### src/rtl/link_pkg.sv
// Shared types and dual-rail encoding helpers for the link transmitter.
package link_pkg;

    typedef enum logic {ENC_TP, ENC_FP} enc_e;

    typedef struct packed {
        logic rail1;
        logic rail0;
    } rail_pair_t;

    // Widest payload the encoder supports; callers truncate to their own width.
    localparam int MAX_W = 64;

    typedef rail_pair_t [MAX_W-1:0] rail_vec_t;

    localparam rail_vec_t SPACER = '0;

    // Return-to-zero codeword: exactly one rail high per bit.
    function automatic rail_vec_t encode_fp(input logic [MAX_W-1:0] word);
        rail_vec_t r;
        for (int i = 0; i < MAX_W; i++) begin
            r[i].rail1 = word[i];
            r[i].rail0 = ~word[i];
        end
        return r;
    endfunction

endpackage

### src/rtl/link_tx_sync_ack_sync.sv
// Multi-flop synchronizer bringing the asynchronous link acknowledge into clk.
module ack_sync #(
    parameter int SYNC_STAGES = 2
) (
    input  logic clk,
    input  logic rst_n,
    input  logic ack_in,
    output logic ack_s
);

    logic [SYNC_STAGES-1:0] sync_q;
    logic [SYNC_STAGES-1:0] sync_d;

    always_comb begin
        sync_d = {sync_q[SYNC_STAGES-2:0], ack_in};
    end

    always_ff @(posedge clk) begin
        if (!rst_n) begin
            sync_q <= '0;
        end else begin
            sync_q <= sync_d;
        end
    end

    assign ack_s = sync_q[SYNC_STAGES-1];

endmodule

### src/rtl/link_tx_sync.sv
// Clocked source of a dual-rail self-timed link, two-phase or four-phase handshake.
// Optional watchdog on the handshake waits: define LINK_TX_SYNC_TIMEOUT_EN.
//
// state    | meaning
// IDLE     | ready for a word, no token outstanding
// WAIT_ACK | token on the link, waiting for the acknowledge
// RTZ      | (FP) spacer driven for one cycle
// WAIT_RTZ | (FP) waiting for the acknowledge to return to zero
module link_tx_sync
    import link_pkg::*;
#(
    parameter int W           = 8,
    parameter     ENC         = "TP",
    parameter int SYNC_STAGES = 2,
    parameter int TO_CYCLES   = 1024
) (
    input  logic           clk,
    input  logic           rst_n,
    input  logic [W-1:0]   in_data,
    input  logic           in_valid,
    output logic           in_ready,
    output logic [2*W-1:0] out_data,
    input  logic           out_ack,
    output logic           busy
`ifdef LINK_TX_SYNC_TIMEOUT_EN
    ,
    output logic           timeout_err
`endif
);

    localparam enc_e ENC_MODE = (ENC == "FP") ? ENC_FP : ENC_TP;

    localparam logic [1:0] S_IDLE     = 2'd0;
    localparam logic [1:0] S_WAIT_ACK = 2'd1;
    localparam logic [1:0] S_RTZ      = 2'd2;
    localparam logic [1:0] S_WAIT_RTZ = 2'd3;

    logic [1:0]     state_q, state_d;
    logic [2*W-1:0] out_data_q, out_data_d;
    logic           phase_q, phase_d;
    logic           in_ready_q, in_ready_d;
    logic           ack_s;
    logic           accept;
    logic [MAX_W-1:0] word_ext;
    logic [2*W-1:0] enc_w;

    ack_sync #(
        .SYNC_STAGES (SYNC_STAGES)
    ) u_ack_sync (
        .clk    (clk),
        .rst_n  (rst_n),
        .ack_in (out_ack),
        .ack_s  (ack_s)
    );

    // The FP codeword doubles as the TP toggle mask: rail1 flips for a 1, rail0 for a 0.
    always_comb begin
        word_ext = MAX_W'(in_data);
        enc_w    = (2*W)'(encode_fp(word_ext));
    end

    assign accept = in_valid & in_ready_q;

    always_comb begin
        state_d    = state_q;
        out_data_d = out_data_q;
        phase_d    = phase_q;
        case (state_q)
            S_IDLE: begin
                if (accept) begin
                    state_d = S_WAIT_ACK;
                    phase_d = ~phase_q;
                    if (ENC_MODE == ENC_TP) begin
                        out_data_d = out_data_q ^ enc_w;
                    end else begin
                        out_data_d = enc_w;
                    end
                end
            end
            S_WAIT_ACK: begin
                if (ENC_MODE == ENC_TP) begin
                    if (ack_s == phase_q) begin
                        state_d = S_IDLE;
                    end
                end else if (ack_s) begin
                    state_d    = S_RTZ;
                    out_data_d = (2*W)'(SPACER);
                end
            end
            S_RTZ: begin
                state_d = S_WAIT_RTZ;
            end
            S_WAIT_RTZ: begin
                if (!ack_s) begin
                    state_d = S_IDLE;
                end
            end
            default: begin
                state_d = S_IDLE;
            end
        endcase
        // Registered so that ready stays low on the edge that releases reset.
        in_ready_d = (state_d == S_IDLE);
    end

    always_ff @(posedge clk) begin
        if (!rst_n) begin
            state_q    <= S_IDLE;
            out_data_q <= '0;
            phase_q    <= 1'b0;
            in_ready_q <= 1'b0;
        end else begin
            state_q    <= state_d;
            out_data_q <= out_data_d;
            phase_q    <= phase_d;
            in_ready_q <= in_ready_d;
        end
    end

    assign out_data = out_data_q;
    assign in_ready = in_ready_q;
    assign busy     = (state_q != S_IDLE);

`ifdef LINK_TX_SYNC_TIMEOUT_EN
    localparam int TO_W = $clog2(TO_CYCLES + 1);

    logic [TO_W-1:0] to_cnt_q, to_cnt_d;
    logic            timeout_err_q, timeout_err_d;

    // Saturating dwell counter; the FSM keeps waiting after the flag sets.
    always_comb begin
        to_cnt_d      = '0;
        timeout_err_d = timeout_err_q;
        if ((state_d == state_q) &&
            ((state_q == S_WAIT_ACK) || (state_q == S_WAIT_RTZ))) begin
            if (to_cnt_q != TO_W'(TO_CYCLES)) begin
                to_cnt_d = to_cnt_q + TO_W'(1);
            end else begin
                to_cnt_d = to_cnt_q;
            end
            if (to_cnt_d == TO_W'(TO_CYCLES)) begin
                timeout_err_d = 1'b1;
            end
        end
    end

    always_ff @(posedge clk) begin
        if (!rst_n) begin
            to_cnt_q      <= '0;
            timeout_err_q <= 1'b0;
        end else begin
            to_cnt_q      <= to_cnt_d;
            timeout_err_q <= timeout_err_d;
        end
    end

    assign timeout_err = timeout_err_q;
`endif

endmodule

### config.mk
export PLATFORM = sky130hd
export DESIGN_NAME = link_tx_sync
export DESIGN_NICKNAME = d
export VERILOG_FILES = /design/src/rtl/link_pkg.sv /design/src/rtl/link_tx_sync_ack_sync.sv /design/src/rtl/link_tx_sync.sv
export SDC_FILE = /design/constraint.sdc
export NUM_CORES = 1
export LEC_CHECK = 0
export BUFFER_PORTS_ARGS = -buffer_cell sky130_fd_sc_hd__buf_2
export CAP_MARGIN = 5
export CORE_ASPECT_RATIO = 0.6
export CORE_MARGIN = 2
export CORE_UTILIZATION = 37
export CTS_CLUSTER_DIAMETER = 40
export DETAILED_ROUTE_END_ITERATION = 8
export GPL_TIMING_DRIVEN = 0
export PLACE_DENSITY_LB_ADDON = 0.12
export REMOVE_ABC_BUFFERS = 1
export SLEW_MARGIN = 15
export SYNTH_ARGS = -nofsm -noshare
export SYNTH_HDL_FRONTEND = slang
export SYNTH_HIERARCHICAL = 1
export SYNTH_SLANG_ARGS = --single-unit
### constraint.sdc
create_clock -name clk -period 1.2 [get_ports clk]
set_input_delay 0.36 -clock clk [delete_from_list [all_inputs] [get_ports clk]]
set_output_delay 0.36 -clock clk [all_outputs]
set_load 0.1 [all_outputs]
# Yosys cells after proc, flatten, opt, wreduce, memory -nomap -nowiden

Cells that the tools add are included.

Output and inout bits: 18
Register bits after elaboration: 22
Word-level logic and storage cells: 28

Bitwise gates (word level): 11
Eq/ne operators: 4
Reductions and logical operators: 4
Mux-type cells: 4

Operators with widths:

| cell                                          | count |
|---|---|
| bitwise XOR 16 bit                            | 1 |
| NOT 1 bit                                     | 9 |
| case mux 2 bit (4 select lines)               | 1 |
| two-way mux 2 bit                             | 3 |
| == test 2 bit, second input constant          | 2 |
| zero test 2 bit                               | 2 |
| == test 2 x 1 -> 1 bit, second input constant | 1 |
| AND reduction 2 bit                           | 1 |
| nonzero test 2 bit                            | 1 |
| bitwise AND 1 bit                             | 1 |
| == test 1 bit                                 | 1 |

# Longest topological paths before layout

Gate-level depths: netlist of run 1.

Depth in word-level cells: 4
Gate-level depth with buffers: 4
Depth with buffers taken out: 3

# Modules after synthesis

The synthesis of run 1 kept the hierarchy.

Modules (own cells, without submodules):

| module       | area each (sq um) | instances | cells each |
|---|---|---|---|
| link_tx_sync | 889.6             | 1         | 94 |
| ack_sync     | 52.6              | 1         | 4 |

# Worst setup path before layout of run 1

No wires, ideal clock.

Path type: register -> register
From: reg in_ready_q, in the netlist in_ready
To: reg out_data_q[11], in the netlist out_data[11]
Path slack: -688 ps
Data arrival time: 1767 ps
Stages on the path, launching flop included: 5
Clock period less this slack: 1888 ps
Cells stage by stage: dfxtp_1 and4bb_2 clkbuf_1 nand2_1 mux2i_1

Word-level cells in the longest chain between the ends: 2

Ends and longest elaborated chain:

| item                                 | line                | source |
|---|---|---|
| from (decl)                          | link_tx_sync.sv:41  | `logic in_ready_q, in_ready_d;` |
| from (signal assigned)               | link_tx_sync.sv:116 | `in_ready_q <= in_ready_d;` |
| bitwise AND 1 bit                    | link_tx_sync.sv:62  | `assign accept = in_valid & in_ready_q;` |
| AND reduction 2 bit (no source line) | n/a                 |  |
| to (signal assigned)                 | link_tx_sync.sv:114 | `out_data_q <= out_data_d;` |
| to (decl)                            | link_tx_sync.sv:39  | `logic [2*W-1:0] out_data_q, out_data_d;` |

No other way between the ends.
A chain may end at the register's enable or synchronous reset.

# Worst setup path in the final report of run 1

From: reg state_q[0]
To: out busy

Word-level cells in the longest chain between the ends: 1

Ends and longest elaborated chain:

| item                   | line                | source |
|---|---|---|
| from (decl)            | link_tx_sync.sv:38  | `logic [1:0] state_q, state_d;` |
| from (signal assigned) | link_tx_sync.sv:113 | `state_q <= state_d;` |
| nonzero test 2 bit     | link_tx_sync.sv:122 | `assign busy = (state_q != S_IDLE);` |
| to (decl)              | link_tx_sync.sv:24  | `output logic busy` |

No other way between the ends.

==> results.sh, run 1 <==
export IMPL_antenna_found_initial=0
export IMPL_initial_utilization_pct=38.42
export IMPL_synthDistinctLibCells=20
export IMPL_drv_cap=0
export IMPL_mostFrequentLayoutCells="18 x buf_12, 16 x nand2_1, 15 x dfxtp_2"
export IMPL_hpwl_mm=1.211
export IMPL_chipHeight_um=43.09
export IMPL_fin_skew_ns=0.005678
export IMPL_firstDrtPassIters=4
export IMPL_drt_wl_total_mm=2.089
export IMPL_die_area_sq_mm=0.002979
export IMPL_fin_crit_ns=1.410
export IMPL_cts_max_level=1
export IMPL_grt_pass1_vias=775
export IMPL_setup_viol=9
export IMPL_drtIter0Drc=22
export IMPL_worst_pin_slew_ns=0.4545
export IMPL_avgViaCountPerCell=4.938
export IMPL_port_buffers=29
export IMPL_highest_layer="met3"
export IMPL_crit_type="reg -> out"
export IMPL_final_common_cell="buf_12"
export IMPL_path_cells="or2_4 > buf_12"
export IMPL_netlist_instances=98
export IMPL_clockBufferDepth=2
export IMPL_critPathMaxFanout=5
export IMPL_grt_usage_pct=14.48
export IMPL_setup_slack_ns=-0.2104
export IMPL_cts_sinks=22
export IMPL_yosys_warnings=6
export IMPL_diodes=0
export IMPL_clkLatencyLatePin_ns=0.26
export IMPL_avgSynthCellArea_sq_um=9.614
export IMPL_wl_met2_um=937
export IMPL_cts_hold_fix_buffers=0
export IMPL_whs_ns=0.2958
export IMPL_fill_cells=217
export IMPL_grt_first_pass_wirelength_mm=3.381
export IMPL_wl_met1_mm=1.000
export IMPL_synth_seq_cells=22
export IMPL_rsz0062_at_grt="yes"
export IMPL_irDropWorstVdd_mv=0.8657
export IMPL_hold_class="in -> reg"
export IMPL_fin_cells=161
export IMPL_critPathArrivalTime_ns=1.05
export IMPL_area_growth_pct=58.57
export IMPL_cts_buffers=3
export IMPL_wl_met3_um=151
export IMPL_powerDensity_mw_per_mm2=1322
export IMPL_critPathRequiredTime_ns=0.84
export IMPL_worst_setup_path_start_kind="flop"
export IMPL_critPathMaxStageDelay_ns=0.35
export IMPL_synth_area_sq_um=942.2
export IMPL_slowest_stage="dfxtp_2"
export IMPL_io_pins=30
export IMPL_die_x_um=69.15
export IMPL_drive_gt1_share_pct=47.29
export IMPL_cp_end_kind="primary output"
export IMPL_gp_congestion=0.6404
export IMPL_core_sq_mm=0.002452
export IMPL_vias=795
export IMPL_fin_crit_sh_pct=117.5
export IMPL_cts_tree="yes"
export IMPL_grt_max_degree=31
export IMPL_drc_errors=0
export IMPL_clock_fmax_mhz=709.0
export IMPL_cts_root_buf="clkbuf_8"
export IMPL_grt_overflow_total=0
export IMPL_wl_per_cell_um=12.98
export IMPL_p_leak_nw=0.6211
export IMPL_num_rows=14
export IMPL_violations="negative setup slack"
export IMPL_clkTransAtPathRegs_ns=0.08
export IMPL_hold_viol_final=0
export IMPL_nets=142
export IMPL_final_antenna_net_count=0
export IMPL_relSlewSlack_pct=69.70
export IMPL_dp_cells=154
export IMPL_run_status="finished, violations left"
export IMPL_crit_buf_inv=1
export IMPL_fin_total_pwr_mw=1.975
export IMPL_yosysSeqAreaShare_pct=46.75
export IMPL_slew_viol_final=0
export IMPL_path_delay_family="flip-flops"
## area by class of cell
cell class / instances / area [sq um] / area share (%)
well taps: 32 / 40.04 / 2.680
flip-flops and latches: 22 / 474.2 / 31.74
multi-input cells: 72 / 494.2 / 33.08
repair buffers: 31 / 430.4 / 28.81
clock buffers: 4 / 55.05 / 3.685
## metal layers
layer  vias to the layer above  track usage [%]
li1                        403                -
met1                       368            17.95
met2                        24            23.46
met3                         0            6.888
met4                         0            2.353
met5                         -                0
## where the power goes
group	internal (mW)	total, mW	switching, mW
clock network	0.293	0.532	0.239
registers	0.779	0.833	0.0540
logic	0.235	0.610	0.376
total	1.31	1.98	0.669
## cell usage after synthesis, drive strengths merged
| cell | instances | area [sq um] |
|---|---|---|
| buf | 1 | 11.26 |
| o221a | 1 | 11.26 |
| and3 | 1 | 7.510 |
| dfxtp | 22 | 440.4 |
| nand4bb | 1 | 27.53 |
| clkbuf | 4 | 15.01 |
| a21boi | 8 | 60.06 |
| or2 | 1 | 6.260 |
| or3 | 8 | 50.05 |
| nand4b | 1 | 8.760 |
| and2 | 5 | 31.28 |
| mux2i | 8 | 80.08 |
| nand2b | 9 | 56.30 |
| nand2 | 16 | 60.06 |
| xnor2 | 1 | 8.760 |
| nor2b | 1 | 6.260 |
| and2b | 1 | 8.760 |
| and4bb | 1 | 12.51 |
| o21ai | 8 | 40.04 |
## sequential cells by signal, indices dropped and copies added, names as in the netlist
| signal | flops |
|---|---|
| out_data | 16 |
| in_ready | 1 |
| phase_q | 1 |
| state_q | 2 |
| u_ack_sync/sync_q | 2 |
## path summary, 6_finish.rpt
path	startpoint	endpoint	slack [ns]	cells past startpoint
min	out_ack	u_ack_sync/sync_q[0]	0.30	2
max reg2reg	state_q[0]	out_data[2]	-0.02	3
max	state_q[0]	busy	-0.21	2
min reg2reg	u_ack_sync/sync_q[0]	u_ack_sync/sync_q[1]	0.44	1
## cells by family after synthesis
kind of cell	share of synthesized area, %
flops	46.75
compound gates	11.82
mux	8.500
buf+inv	2.788
xor+xnor	0.9298
simple gates	29.22
## stage by stage
stage	worst slack [ns]	utilization (%)	instance area, sq um	setup TNS [ns]
after CTS	-0.2000	59.95	1470	-0.9441
after global routing	-0.2442	60.92	1494	-1.118
after detailed placement	-0.1562	44.90	1101	-1.173
final	-0.2104	60.92	1494	-0.2749
after global placement	-0.1124	44.90	1101	-0.9355
after floorplan	-0.6378	-	915.9	-12.35
## repair_timing
item,CTS,global route
pin swaps,0,1
buffers inserted,2,0
resized for setup,94,8
setup endpoints to repair,27,14
cloned,0,1
Note: power is estimated with default switching activity, not from simulation.
==> inputs of run 2 (changes only) <==
--- a/config.mk
+++ b/config.mk
@@ -8,7 +8,6 @@
 export BUFFER_PORTS_ARGS = -buffer_cell sky130_fd_sc_hd__buf_2
 export CAP_MARGIN = 5
 export CORE_ASPECT_RATIO = 0.6
-export CORE_MARGIN = 2
 export CORE_UTILIZATION = 37
 export CTS_CLUSTER_DIAMETER = 40
 export DETAILED_ROUTE_END_ITERATION = 8
@@ -18,5 +17,4 @@
 export SLEW_MARGIN = 15
 export SYNTH_ARGS = -nofsm -noshare
 export SYNTH_HDL_FRONTEND = slang
-export SYNTH_HIERARCHICAL = 1
 export SYNTH_SLANG_ARGS = --single-unit
==> constraint.sdc (replaced) <==
create_clock -name clk -period 1.2 [get_ports clk]
set_input_delay 0.24 -clock clk [delete_from_list [all_inputs] [get_ports clk]]
set_output_delay 0.24 -clock clk [all_outputs]
set_load 0.1 [all_outputs]
==> run 2 against run 1 <==
  * The flow still finishes with violations (negative setup slack)
  * Wire length fell by 2.9%
  * Clock power is 32% higher
  * Critical endpoint unchanged
  * Global-route usage is 1.6 points higher
==> results.sh, run 2 <==
export IMPL_finalSetupTns_ns=-0.09107
export IMPL_hold_viol_final=0
export IMPL_core_sq_mm=0.002277
export IMPL_clkTransAtPathRegs_ns=0.09
export IMPL_critPathMaxStageDelay_ns=0.36
export IMPL_cts_sinks=22
export IMPL_die_area_sq_mm=0.002748
export IMPL_port_buffers=29
export IMPL_cts_tree="yes"
export IMPL_drt_wl_total_mm=2.029
export IMPL_grt_pass1_vias=660
export IMPL_critPathArrivalTime_ns=1.05
export IMPL_dp_worst_setup_slack_ns=-0.1278
export IMPL_largest_reg_flops=16
export IMPL_hold_depth=2
export IMPL_clkLatencyLatePin_ns=0.27
export IMPL_hold_class="in -> reg"
export IMPL_slew_viol_final=0
export IMPL_netlist_instances=99
export IMPL_drv_cap=0
export IMPL_grt_overflow_total=0
export IMPL_run_status="finished, violations left"
export IMPL_grt_max_degree=31
export IMPL_synth_seq_cells=22
export IMPL_fin_total_pwr_mw=2.066
export IMPL_synth_common_cells="22 x dfxtp_1, 16 x nand2_1, 9 x nand2b_1"
export IMPL_grt_first_pass_wirelength_mm=3.022
export IMPL_fin_skew_ns=0.006048
export IMPL_gp_congestion=0.6617
export IMPL_diodes=0
export IMPL_num_rows=13
export IMPL_critPathMaxFanout=6
export IMPL_hp_start="out_ack"
export IMPL_fill_cells=208
export IMPL_die_x_um=67.02
export IMPL_vias=795
export IMPL_relSlewSlack_pct=69.67
export IMPL_worst_setup_path_start_kind="flop"
export IMPL_synthTopCellsByArea="dfxtp_1 47%, mux2i_1 8.5%, nand2_1 6.4%"
export IMPL_p_leak_nw=0.5787
export IMPL_reg2reg_to="out_data[11]"
export IMPL_cts_buffers=3
export IMPL_reg2reg_slack_ns=0.01
export IMPL_setup_slack_ns=-0.09107
export IMPL_wl_per_cell_um=12.68
export IMPL_final_common_cell="dfxtp_1"
export IMPL_avgSynthCellArea_sq_um=9.479
export IMPL_final_cell_area_sq_mm=0.001338
export IMPL_yosysSeqAreaShare_pct=46.93
export IMPL_irDropWorstVdd_mv=0.6439
export IMPL_cp_end_kind="primary output"
export IMPL_async_reset_ff_share_pct=0
export IMPL_avgViaCountPerCell=4.969
export IMPL_violations="negative setup slack"
export IMPL_fin_crit_ns=1.291
export IMPL_synth_edf_count=0
export IMPL_mostFrequentLayoutCells="19 x dfxtp_1, 16 x nand2_1, 11 x buf_2, 11 x buf_4, 9 x nand2b_1"
export IMPL_synth_top_cell_by_area="dfxtp_1"
export IMPL_drive_gt1_share_pct=34.62
export IMPL_reg2reg_from="state_q[0]"
export IMPL_ys_flop_type="dfxtp_1"
export IMPL_rsz0062_at_grt="yes"
export IMPL_grt_usage_pct=16.10
export IMPL_clock_fmax_mhz=774.5
export IMPL_yosys_warnings=0
export IMPL_critPathRequiredTime_ns=0.96
export IMPL_hold_end="u_ack_sync.sync_q[0]"
export IMPL_initial_utilization_pct=41.21
export IMPL_io_pins=30
export IMPL_synthDistinctLibCells=23
export IMPL_cts_root_buf="clkbuf_8"
export IMPL_hpwl_mm=1.221
export IMPL_chipHeight_um=41.01
export IMPL_crit_type="reg -> out"
export IMPL_powerDensity_mw_per_mm2=1545
export IMPL_setup_viol=1
export IMPL_path_cells="or2_4 > buf_12"
export IMPL_worst_pin_slew_ns=0.4549
export IMPL_drtIter0Drc=39
export IMPL_synth_top_area_share_pct=46.93
export IMPL_final_antenna_net_count=0
export IMPL_clockBufferDepth=2
export IMPL_dpl_cell_area_sq_mm=0.001092
export IMPL_worst_r2r_cell_count=4
export IMPL_nets=143
export IMPL_slowest_stage="dfxtp_2"
export IMPL_firstDrtPassIters=4
export IMPL_area_growth_pct=42.53
export IMPL_fin_crit_sh_pct=107.6
export IMPL_antenna_found_initial=0
export IMPL_synth_area_sq_um=938.4
export IMPL_drc_errors=0
export IMPL_cts_max_level=1
export IMPL_synthMostInstantiatedCell="dfxtp_1"
[run 2: logic make-up after synthesis]
logic type / Yosys count / share of synthesized area, %
muxes: 8 / 8.534
xor gates and xnor gates: 1 / 0.9335
AOI/OAI and AO/OA: 20 / 13.33
DFF: 22 / 46.93
and+or+nand+nor: 42 / 26.80
buffers and inverters: 6 / 3.467
[run 2: area by class of cell]
type / count / area (sq um) / share of cell area, %
inverter: 1 / 3.754 / 0.2806
tap: 30 / 37.54 / 2.806
clock buffer: 3 / 41.29 / 3.087
sequential: 22 / 449.2 / 33.58
multi-input combinational: 73 / 535.5 / 40.04
clock inverter: 1 / 30.03 / 2.245
timing repair buffer: 30 / 240.2 / 17.96
[run 2: what timing repair did]
item / in CTS / in global routing
endpoints found under the setup margin: 26 / 23
resized for setup: 31 / 16
cloned: 2 / 0
pin swaps: 1 / 7
buffers inserted: 1 / 0
hold buffers: 0 / 0
[run 2: through the flow]
stage	hold WS [ns]	util [%]	instances
5_1_grt	0.1723	58.74	160
3_3_place_gp	0.4190	47.97	153
6_report	0.1750	58.74	160
2_1_floorplan	0.3577	-	94
3_5_place_dp	0.4231	47.97	153
4_1_cts	0.1706	57.09	160
[run 2: power breakdown]
group          switching [mW]  internal [mW]  total [mW]
sequential             0.0454          0.774       0.819
clock                   0.256          0.446       0.702
combinational           0.377          0.168       0.545
[run 2: worst max path at each step]
stage / start / endpoint / slack, ns / depth (start not counted)
2_1_floorplan: in_ready / out_data[0] / -0.64 / 3
3_3_place_gp: state_q[1] / out_data[12] / -0.06 / 3
3_5_place_dp: state_q[1] / out_data[10] / -0.13 / 3
4_1_cts: state_q[0] / busy / -0.1 / 2
5_1_grt: state_q[0] / busy / -0.12 / 2
6_report: state_q[0] / busy / -0.09 / 2
[run 2: worst max-delay path, delay by kind of cell (launching register included)]
| family | cells | cell delay [ns] |
|---|---|---|
| flops | 1 | 0.36 |
| simple gates | 1 | 0.26 |
| buf+inv | 1 | 0.16 |
[run 2: per-layer routing]
metal | global-route usage [%] | share of wire, %
met2 | 26.00 | 42
met3 | 6.111 | 5.6
met4 | 3.191 | 0.39
met1 | 20.79 | 51
met5 | 0 | 0
==> inputs of run 3 (changes only) <==
--- a/config.mk
+++ b/config.mk
@@ -8,7 +8,7 @@
 export BUFFER_PORTS_ARGS = -buffer_cell sky130_fd_sc_hd__buf_2
 export CAP_MARGIN = 5
 export CORE_ASPECT_RATIO = 0.6
-export CORE_UTILIZATION = 37
+export CORE_UTILIZATION = 43
 export CTS_CLUSTER_DIAMETER = 40
 export DETAILED_ROUTE_END_ITERATION = 8
 export GPL_TIMING_DRIVEN = 0
==> run 3 against run 2 <==
  * The flow still finishes with violations (negative setup slack)
  * Register-to-register slack worse by 0.10 ns
  * Hold slack worse by 0.034 ns
  * Global-route usage up 4.6 points
  * Maximum frequency down 3.1%
  * Clock power shrank 54%
  * Design area rose by 4.9%
  * Clock skew is 0.0020 ns lower
  * Non-clock buffer count rose by 2
  * Sequential share of layout area shrank 0.93 points
  * Largest cell class unchanged
  * Highest routed layer unchanged
==> results.sh, run 3 (synthesis results as in run 2) <==
export IMPL_avgViaCountPerCell=5.101
export IMPL_setup_viol=17
export IMPL_cts_sinks=22
export IMPL_reg2reg_to="out_data[10]"
export IMPL_worst_r2r_cell_count=3
export IMPL_fin_skew_ns=0.004011
export IMPL_drc_errors=0
export IMPL_wl_per_cell_um=13.99
export IMPL_final_util_pct=71.86
export IMPL_clkLatencyLatePin_ns=0.30
export IMPL_grt_first_pass_wirelength_mm=3.608
export IMPL_crit_type="reg -> out"
export IMPL_num_rows=12
export IMPL_mostFrequentLayoutCells="14 x dfxtp_1, 11 x buf_2, 9 x nand2b_1"
export IMPL_largest_reg_flops=16
export IMPL_cts_tree="yes"
export IMPL_hold_viol_final=0
export IMPL_vias=806
export IMPL_critPathMaxFanout=4
export IMPL_final_common_cell="dfxtp_1"
export IMPL_gp_congestion=0.6661
export IMPL_core_sq_mm=0.001952
export IMPL_hold_class="in -> reg"
export IMPL_final_antenna_net_count=0
export IMPL_reg2reg_from="state_q[0]"
export IMPL_antenna_found_initial=0
export IMPL_cp_end_kind="primary output"
export IMPL_dpl_cell_area_sq_mm=0.001090
export IMPL_p_leak_nw=0.5960
export IMPL_critPathRequiredTime_ns=0.96
export IMPL_fin_crit_sh_pct=111.0
export IMPL_worst_setup_path_start_kind="flop"
export IMPL_die_x_um=62.31
export IMPL_reg2reg_slack_ns=-0.09
export IMPL_chipHeight_um=38.19
export IMPL_cts_hold_fix_buffers=0
export IMPL_die_area_sq_mm=0.002379
export IMPL_hpwl_mm=1.323
export IMPL_finalSetupTns_ns=-0.6256
export IMPL_irDropWorstVdd_mv=0.7986
export IMPL_cts_max_level=1
export IMPL_violations="negative setup slack"
export IMPL_grt_max_degree=31
export IMPL_drt_wl_total_mm=2.210
export IMPL_slew_viol_final=0
export IMPL_drv_cap=0
export IMPL_powerDensity_mw_per_mm2=1243
export IMPL_run_status="finished, violations left"
export IMPL_clock_fmax_mhz=750.7
export IMPL_fin_crit_ns=1.332
export IMPL_final_cell_area_sq_mm=0.001403
export IMPL_grt_pass1_vias=811
export IMPL_rsz0062_at_grt="yes"
export IMPL_hp_start="out_ack"
export IMPL_drive_gt1_share_pct=43.08
export IMPL_nets=144
export IMPL_setup_slack_ns=-0.1321
export IMPL_firstDrtPassIters=4
export IMPL_critPathArrivalTime_ns=1.09
export IMPL_cts_buffers=3
export IMPL_hold_end="u_ack_sync.sync_q[0]"
export IMPL_hold_depth=2
export IMPL_drtIter0Drc=39
export IMPL_cts_root_buf="clkbuf_4"
export IMPL_port_buffers=29
export IMPL_grt_usage_pct=20.70
export IMPL_diodes=0
export IMPL_worst_pin_slew_ns=0.4557
export IMPL_relSlewSlack_pct=69.62
export IMPL_clockBufferDepth=2
export IMPL_grt_overflow_total=0
export IMPL_area_growth_pct=49.47
export IMPL_io_pins=30
export IMPL_initial_utilization_pct=48.08
export IMPL_clkTransAtPathRegs_ns=0.11
run 3: power by group:
| part | switching, mW | internal (mW) | total, mW | leakage (nW) |
|---|---|---|---|---|
| Combinational | 0.387 | 0.207 | 0.594 | 0.398 |
| Sequential | 0.0524 | 0.776 | 0.828 | 0.184 |
| Clock | 0.205 | 0.117 | 0.322 | 0.0138 |
| Total | 0.644 | 1.10 | 1.74 | 0.596 |
run 3: stage by stage:
| step | std cells | worst slack (ns) | power, mW | hold slack, ns |
|---|---|---|---|---|
| 2_1_floorplan | 94 | -0.6450 | 1.196 | 0.3577 |
| 3_3_place_gp | 151 | -0.06730 | 1.281 | 0.4166 |
| 3_5_place_dp | 151 | -0.1752 | 1.295 | 0.4266 |
| 4_1_cts | 157 | -0.1316 | 1.693 | 0.1341 |
| 5_1_grt | 158 | -0.1772 | 1.830 | 0.1288 |
| 6_report | 158 | -0.1321 | 1.744 | 0.1411 |
run 3: critical path, cell delays in order (launching register included):
cell	delay (ns)
dfxtp_4	0.37
or2_4	0.25
buf_12	0.16
run 3: area by class of cell:
class | instances | area, sq um
clock buffers | 3 | 22.52
fillers | 137 | 549.3
inverters | 1 | 3.754
multi-input cells | 72 | 519.2
flip-flops and latches | 22 | 457.9
well taps | 28 | 35.03
repair buffers | 32 | 364.1
run 3: worst max-delay path by stage:
| stage | startpoint | endpoint | slack [ns] | depth (start not counted) |
|---|---|---|---|---|
| floorplan | in_ready | out_data[0] | -0.64 | 3 |
| global placement | state_q[1] | out_data[4] | -0.07 | 3 |
| detailed placement | state_q[1] | out_data[6] | -0.18 | 3 |
| CTS | state_q[1] | busy | -0.13 | 2 |
| global route | state_q[1] | busy | -0.18 | 2 |
| finish | state_q[1] | busy | -0.13 | 2 |
run 3: timing repair:
| action | in CTS | in global routing |
|---|---|---|
| resized for setup | 47 | 38 |
| pin swaps | 4 | 9 |
| endpoints found under the hold margin | 0 | 0 |
| setup endpoints to repair | 26 | 33 |
| gates cloned | 1 | 0 |
| setup buffers | 2 | 1 |
run 3: per-layer routing:
| metal | GRT usage, % | share of wire (%) | vias up |
|---|---|---|---|
| li1 | - | - | 408 |
| met1 | 22.67 | 46 | 374 |
| met2 | 38.74 | 49 | 22 |
| met3 | 6.845 | 5.0 | 2 |
| met4 | 8.140 | 0.36 | 0 |
| met5 | 0 | 0 | - |
